### src/rtl/seq_div_pkg.sv
// Shared types and constants for the sequential divider.
package seq_div_pkg;

  localparam int DIV_WIDTH = 32;

  typedef enum logic [1:0] {
    IDLE = 2'd0,
    DIV  = 2'd1,
    DONE = 2'd2
  } div_state_e;

endpackage

### src/rtl/seq_div_step.sv
// One restoring-division step: shift {rem, quo} left, trial-subtract the divisor.
module seq_div_step
  import seq_div_pkg::*;
#(
  parameter int WIDTH = DIV_WIDTH
) (
  input  logic [WIDTH-1:0] rem,
  input  logic [WIDTH-1:0] quo,
  input  logic [WIDTH-1:0] divisor,
  output logic [WIDTH-1:0] rem_next,
  output logic [WIDTH-1:0] quo_next
);

  logic [WIDTH:0] shifted_s;
  logic [WIDTH:0] trial_s;

  // Shifted remainder keeps the bit leaving rem, so large divisors compare correctly.
  always_comb begin
    shifted_s = {rem, quo[WIDTH-1]};
    trial_s   = shifted_s - {1'b0, divisor};
    if (!trial_s[WIDTH]) begin
      rem_next = trial_s[WIDTH-1:0];
      quo_next = {quo[WIDTH-2:0], 1'b1};
    end else begin
      rem_next = shifted_s[WIDTH-1:0];
      quo_next = {quo[WIDTH-2:0], 1'b0};
    end
  end

endmodule

### src/rtl/seq_divider.sv
// Restoring shift-subtract divider producing {remainder, quotient}, one bit per cycle.
// Signed division is available when SEQ_DIVIDER_SIGNED_EN is defined.
module seq_divider
  import seq_div_pkg::*;
#(
  parameter int WIDTH = DIV_WIDTH
) (
  input  logic               clk,
  input  logic               reset,
  input  logic               start,
  input  logic               is_signed,
  input  logic [WIDTH-1:0]   dataA,
  input  logic [WIDTH-1:0]   dataB,
  output logic               busy,
  output logic               done,
  output logic               div_by_zero,
  output logic [2*WIDTH-1:0] dataOut
);

  localparam int CW = (WIDTH > 1) ? $clog2(WIDTH) : 1;

  div_state_e         state_r;
  div_state_e         state_s;
  logic               load_s;
  logic               finish_s;
  logic               zero_load_s;

  logic [WIDTH-1:0]   rem_r;
  logic [WIDTH-1:0]   quo_r;
  logic [WIDTH-1:0]   divisor_r;
  logic [CW-1:0]      count_r;
  logic [WIDTH-1:0]   rem_step_s;
  logic [WIDTH-1:0]   quo_step_s;

  logic [WIDTH-1:0]   a_mag_s;
  logic [WIDTH-1:0]   b_mag_s;
  logic [WIDTH-1:0]   res_rem_s;
  logic [WIDTH-1:0]   res_quo_s;

  logic               busy_r;
  logic               done_r;
  logic               dbz_r;
  logic [2*WIDTH-1:0] data_out_r;

  seq_div_step #(.WIDTH(WIDTH)) u_step (
    .rem      (rem_r),
    .quo      (quo_r),
    .divisor  (divisor_r),
    .rem_next (rem_step_s),
    .quo_next (quo_step_s)
  );

`ifdef SEQ_DIVIDER_SIGNED_EN
  logic neg_quo_r;
  logic neg_rem_r;

  // Signed operands are divided as magnitudes; signs are reapplied to the result.
  always_comb begin
    a_mag_s = dataA;
    b_mag_s = dataB;
    if (is_signed && dataA[WIDTH-1]) begin
      a_mag_s = {WIDTH{1'b0}} - dataA;
    end else begin
      a_mag_s = dataA;
    end
    if (is_signed && dataB[WIDTH-1]) begin
      b_mag_s = {WIDTH{1'b0}} - dataB;
    end else begin
      b_mag_s = dataB;
    end
  end

  // Sign fix-up of the final step's result.
  always_comb begin
    res_quo_s = quo_step_s;
    res_rem_s = rem_step_s;
    if (neg_quo_r) begin
      res_quo_s = {WIDTH{1'b0}} - quo_step_s;
    end else begin
      res_quo_s = quo_step_s;
    end
    if (neg_rem_r) begin
      res_rem_s = {WIDTH{1'b0}} - rem_step_s;
    end else begin
      res_rem_s = rem_step_s;
    end
  end

  // Result signs captured with the operands.
  always_ff @(posedge clk) begin
    if (reset) begin
      neg_quo_r <= 1'b0;
      neg_rem_r <= 1'b0;
    end else if (load_s) begin
      neg_quo_r <= is_signed & (dataA[WIDTH-1] ^ dataB[WIDTH-1]);
      neg_rem_r <= is_signed & dataA[WIDTH-1];
    end
  end
`else
  logic unused_is_signed;
  assign unused_is_signed = is_signed;

  // Unsigned-only build: operands and result pass straight through.
  always_comb begin
    a_mag_s   = dataA;
    b_mag_s   = dataB;
    res_quo_s = quo_step_s;
    res_rem_s = rem_step_s;
  end
`endif

  // State register.
  always_ff @(posedge clk) begin
    if (reset) begin
      state_r <= IDLE;
    end else begin
      state_r <= state_s;
    end
  end

  // Next-state and datapath control.
  always_comb begin
    state_s     = state_r;
    load_s      = 1'b0;
    finish_s    = 1'b0;
    zero_load_s = 1'b0;
    case (state_r)
      IDLE: begin
        if (start && (dataB == {WIDTH{1'b0}})) begin
          state_s     = DONE;
          zero_load_s = 1'b1;
        end else if (start) begin
          state_s = DIV;
          load_s  = 1'b1;
        end else begin
          state_s = IDLE;
        end
      end
      DIV: begin
        if (count_r == {CW{1'b0}}) begin
          state_s  = DONE;
          finish_s = 1'b1;
        end else begin
          state_s = DIV;
        end
      end
      DONE:    state_s = IDLE;
      default: state_s = IDLE;
    endcase
  end

  // Operand registers, step iteration and registered outputs.
  always_ff @(posedge clk) begin
    if (reset) begin
      rem_r      <= {WIDTH{1'b0}};
      quo_r      <= {WIDTH{1'b0}};
      divisor_r  <= {WIDTH{1'b0}};
      count_r    <= {CW{1'b0}};
      busy_r     <= 1'b0;
      done_r     <= 1'b0;
      dbz_r      <= 1'b0;
      data_out_r <= {(2*WIDTH){1'b0}};
    end else begin
      busy_r <= (state_s != IDLE);
      done_r <= finish_s | zero_load_s;
      if (load_s) begin
        rem_r     <= {WIDTH{1'b0}};
        quo_r     <= a_mag_s;
        divisor_r <= b_mag_s;
        count_r   <= CW'(WIDTH - 1);
      end else if (state_r == DIV) begin
        rem_r   <= rem_step_s;
        quo_r   <= quo_step_s;
        count_r <= count_r - CW'(1);
      end
      if (finish_s) begin
        data_out_r <= {res_rem_s, res_quo_s};
        dbz_r      <= 1'b0;
      end else if (zero_load_s) begin
        data_out_r <= {dataA, {WIDTH{1'b1}}};
        dbz_r      <= 1'b1;
      end
    end
  end

  assign busy        = busy_r;
  assign done        = done_r;
  assign div_by_zero = dbz_r;
  assign dataOut     = data_out_r;

endmodule

### config.mk
export PLATFORM = sky130hd
export DESIGN_NAME = seq_divider
export DESIGN_NICKNAME = d
export VERILOG_FILES = /design/src/rtl/seq_div_pkg.sv /design/src/rtl/seq_div_step.sv /design/src/rtl/seq_divider.sv
export SDC_FILE = /design/constraint.sdc
export NUM_CORES = 1
export LEC_CHECK = 0
export CORE_UTILIZATION = 27
export CTS_BUF_LIST = sky130_fd_sc_hd__clkbuf_8
export DETAILED_ROUTE_END_ITERATION = 10
export PLACE_DENSITY = 0.48
export SETUP_SLACK_MARGIN = 0.02
export SLEW_MARGIN = 20
export SYNTH_ARGS = -nofsm -noshare
export SYNTH_HDL_FRONTEND = slang
export SYNTH_HIERARCHICAL = 1
export SYNTH_SLANG_ARGS = --single-unit
### constraint.sdc
create_clock -name clk -period 4.2 [get_ports clk]
set_input_delay 0.84 -clock clk [delete_from_list [all_inputs] [get_ports clk]]
set_output_delay 0.84 -clock clk [all_outputs]
set_load 0.02 [all_outputs]
# Word level (Yosys, flattened, before mapping)
# Index checks and enable logic that the tools add are counted.
# totals
register_bits	170
output_inout_bits	67
wordCells	41
# op_classes
add_sub_neg	2
eq_ne	1
n_mux	19
bitwise_logic	1
n_reduce_logical	9
# op_table
cell	count
$mux W64	2
$mux W32	3
$sub A33 B32 Y33	1
$logic_not A32 Y1	1
$mux W5	2
$mux W1	9
$reduce_bool A2 Y1	3
$logic_not A5 Y1	1
$sub A5 B1 Y5 const B	1
$mux W2	2
$pmux W2 S2	1
$reduce_or A2 Y1	2
$eq A2 B1 Y1 const B	1
$logic_not A2 Y1	1
$logic_and A1 B1 Y1	1
$or A1 B1 Y1	1

# Depth between registers and ports, before layout
# depth
ltp_word	6
mapped_depth	17
mapped_depth_nobuf	15

# Cells and area by module
# The synthesis kept the hierarchy.
# modules_own_cells
module	n_inst	cells_each	area_per_inst_um2	seq_area_each_um2
seq_divider	1	786	6567.5	3403.3
seq_div_step	1	336	2591.2	0.0

# Worst setup path before layout
# Ideal clock, no wire load.
# synth_timing
path_type	register to register
start	reg quo_r[31]
end	reg data_out_r[42], in the netlist dataOut[42]
arrival_time_ns	3.314
required_time_ns	4.068
setup_slack_ns	0.754
path_stages_with_launch	18
n_path_buf	2
cell_sequence	dfxtp_1 -> inv_1 -> ha_1 -> fa_1 -> and2b_1 -> o2111ai_2 -> a21oi_2 -> o2111ai_1 -> a211oi_2 -> nor2_4 -> mux2i_4 -> and2_4 -> buf_12 -> inv_8 -> buf_12 -> mux2_4 -> a22oi_1 -> a21oi_1
# synth_between
elab_chain_len	3
# synth_lines
item	line_no	text
start, declared	seq_divider.sv:29	logic [WIDTH-1:0] quo_r;
start signal, assigned	seq_divider.sv:156	quo_r <= {WIDTH{1'b0}};
start signal, assigned	seq_divider.sv:168	quo_r <= a_mag_s;
start signal, assigned	seq_divider.sv:173	quo_r <= quo_step_s;
$sub A33 B32 Y33	seq_div_step.sv:20	trial_s = shifted_s - {1'b0, divisor};
$mux W32	seq_div_step.sv:21	if (!trial_s[WIDTH]) begin
named net rem_step_s[10]	seq_divider.sv:32	logic [WIDTH-1:0] rem_step_s;
$mux W64	seq_divider.sv:176	if (finish_s) begin
end signal, assigned	seq_divider.sv:162	data_out_r <= {(2*WIDTH){1'b0}};
end signal, assigned	seq_divider.sv:177	data_out_r <= {res_rem_s, res_quo_s};
end signal, assigned	seq_divider.sv:180	data_out_r <= {dataA, {WIDTH{1'b1}}};
end, declared	seq_divider.sv:43	logic [2*WIDTH-1:0] data_out_r;
# The timed path passes the listed nets, and every way through them passes these cells.
# A chain may end at the register's enable or synchronous reset.

# Final worst setup path
# layout_timing
start	reg quo_r[31]
end	reg data_out_r[36], in the netlist dataOut[36]
# Same word-level chain as after synthesis.

==> flow_summary.toml <==
[floorplan]
ioPinCount = 135
start_util_pct = 27.38
rows = 67
die_w_um = 186.2
core_area_um2 = 33450
die_area_um2 = 34660
dieHeight_um = 186.2

[critical_path]
critPathMaxStageDelay_ps = 410
path_cells = "inv_1, ha_1, fa_1, and2b_1, o2111ai_2, a21oi_2, o2111ai_1, a211oi_2, nor2_4, mux2i_4, and2_4, inv_8, mux2_2, a22oi_1, a21oi_1"
worst_setup_path_end_kind = "register"
crit_start = "quo_r[31]"
startpoint_type = "register"
endpoint = "dataOut[36]"
arrival_ps = 4130
reg2reg_from = "quo_r[31]"
worstSetupPathType = "register to register"
crit_slowest_cell = "mux2_2"
worst_r2r_endpoint = "dataOut[36]"
reg2reg_depth = 15
regToRegSetupSlack_ps = 420
cp_max_fo = 25
critical_path_required_ps = 4550

[yosys]
synth_fp_nets = 1225
synthAdderAreaFrac_pct = 4.863
synth_seq_cells = 170
synth_mux_area_share_pct = 7.459
synth_edf_count = 0
synthSimpleGateAreaFrac_pct = 21.86
ys.flop_type = "dfxtp_1"
netlist_area_um2 = 9159
synth-compound-area-share_pct = 17.10
yosysWarnings = 6
synth_top_family_by_area = "simple AND/OR/NAND/NOR gates"
synth_cell_types = 69
ys_seq_area_share_pct = 37.16
synthArstFlopShare_pct = 0
synthXorXnorAreaFrac_pct = 2.869
synth_cells = 1122
avgSynthCellArea_um2 = 8.163

[place]
dp.cells = 1612
gp_congestion = 0.8389
numPortBuffers = 133
dp_hpwl_um = 21420

[route]
final_antenna_net_count = 0
wire_per_inst_um = 17.79
vias_per_cell = 4.935
drc_errors = 0
dr.pass1.iters = 5
wl_um = 29250
vias = 8113
drt_iter0_markers = 685

[global_routing]
use_met1_pct = 23.56
grt_pass1_vias = 7552
grt_pass1_wl_um = 44440
grt_busiest_layer = "met2"
grt-ovfl-total = 0
grt_use_met2_pct = 27.16
use_met3_pct = 2.667
track_usage_pct = 16.91
grt_max_degree = 71
antenna_found_initial = 1

[finish]
layout_commonest_cell = "nand2_1"
areaGrowthSynthToFinish_pct = 20.40
fin_util_pct = 32.97
multi_input_area_um2 = 4977
final_cell_mix = "nand2_1, dfxtp_1, clkdlybuf4s50_1"
stdcell_count = 1644
layout-drive-gt1-share_pct = 8.528
fillers = 3584
regArea_um2 = 3403
antenna_cells = 0
fin_nets = 1286

[sta]
drv_slew = 0
rsz0062_at_grt = "no"
final.setup.tns_ps = 0
finClkSkew_ps = 21.61
max_slew_margin_pct = 48.44
max_freq_ghz = 0.2648
finalCritPeriodShare_pct = 89.91
period_needed_ps = 3776
worstMarginPinSlew_ps = 773.4
hold_viol_final = 0
setup_viol = 0

[cts]
clk_path_buf_depth = 2
cts_buffers = 17
clock-sinks = 170
cts_tree = "built"
post-cts-setup-buffers = 0
clkTransAtPathRegs_ps = 120
cts.repair.resized = 0
hold_buffers = 0
htree_levels = 4
cts_root_buf = "clkbuf_8"
insertion_delay_ps = 470

[power_and_ir_drop]
p_per_area_nw_per_um2 = 389.2
irDropWorstVdd_mv = 0.1744
power.leakage_nw = 4.224

[job]
maxCapViolations = 0

[run_status]
outcome = "finished, final reports clean"

[worst_hold_path]
hold_path_class = "register to register"
-- cell families (layout without fill, tap and decap cells) --
kind of cell | count (synthesis) | count (layout)
multiplexers | 57 | 57
flip-flops | 170 | 170
AND/OR/NAND/NOR | 457 | 457
buffers and inverters | 146 | 220
AO/OA/AOI/OAI | 227 | 227
adder cells (fa/ha/maj) | 35 | 35
XOR/XNOR | 30 | 30
-- area by class of cell --
| class | instances | share of cell area, % |
|---|---|---|
| clock inverter | 15 | 1.963 |
| multi-input combinational | 806 | 45.14 |
| sequential | 170 | 30.86 |
| timing repair buffer | 151 | 13.50 |
| tap | 448 | 5.083 |
| clock buffer | 17 | 2.122 |
| inverter | 37 | 1.328 |
-- how the worst min path moves through the flow --
stage | startpoint | endpoint | slack [ps] | depth (start not counted)
after floorplan | state_r[1] | busy | 440 | 1
after global placement | dataOut[51] | dataOut[51] | 450 | 2
after detailed placement | dataOut[51] | dataOut[51] | 450 | 2
after CTS | dataOut[51] | dataOut[51] | 470 | 2
after global routing | dataOut[37] | dataOut[37] | 480 | 2
final | dataOut[51] | dataOut[51] | 470 | 2
-- where the power goes --
part           switching (W)  leakage, nW  total [W]  internal, W
logic               0.000676         2.61    0.00119     0.000511
registers          0.0000766         1.39    0.00180      0.00172
clock network       0.000816        0.222    0.00131     0.000492
-- worst max-delay path: cells and delay by family, from the launching register on --
family / cells / cell delay, ps
AO/OA/AOI/OAI: 6 / 1180
adder cells (fa/ha/maj): 2 / 610
buffers and inverters: 2 / 300
flip-flops: 1 / 380
multiplexers: 2 / 610
AND/OR/NAND/NOR: 3 / 580
-- flip-flops by register name, indices dropped and copies added (netlist names) --
register     count
busy             1
count_r          5
state_r          2
divisor_r       32
rem_r           32
done             1
quo_r           32
dataOut         64
div_by_zero      1
-- per-layer routing --
| metal | routed length [um] | vias up |
|---|---|---|
| met5 | 8 | - |
| met4 | 378 | 2 |
| met3 | 1289 | 22 |
| met2 | 13490 | 196 |
| met1 | 14080 | 3885 |
| li1 | - | 4008 |
-- stage by stage --
stage / total power (W) / hold slack (ps) / area (um^2) / worst slack [ps]
CTS: 0.004348 / 469.8 / 11030 / 402.5
finish: 0.004292 / 469.2 / 11030 / 423.9
detailed placement: 0.003015 / 452.8 / 10580 / 397.3
global placement: 0.003009 / 448.0 / 10580 / 439.5
global route: 0.004529 / 483.0 / 11030 / 256.0
floorplan: 0.002691 / 437.0 / 9159 / 753.9
-- Yosys cell counts (all sizes together) (15+ instances only) --
master,instances,area (um^2)
a211oi,15,117.6
nand2,180,675.7
dfxtp,170,3403
a311oi,42,405.4
a21o,18,136.4
buf,61,455.4
nor3,73,365.4
inv,37,146.4
clkbuf,46,172.7
a21oi,88,447.9
mux2,23,330.3
o21ai,18,90.09
nand3,26,130.1
ha,34,425.4
mux2i,34,352.8
nor2,132,510.5
xnor2,16,140.1
(Power assumes the default switching activity.)
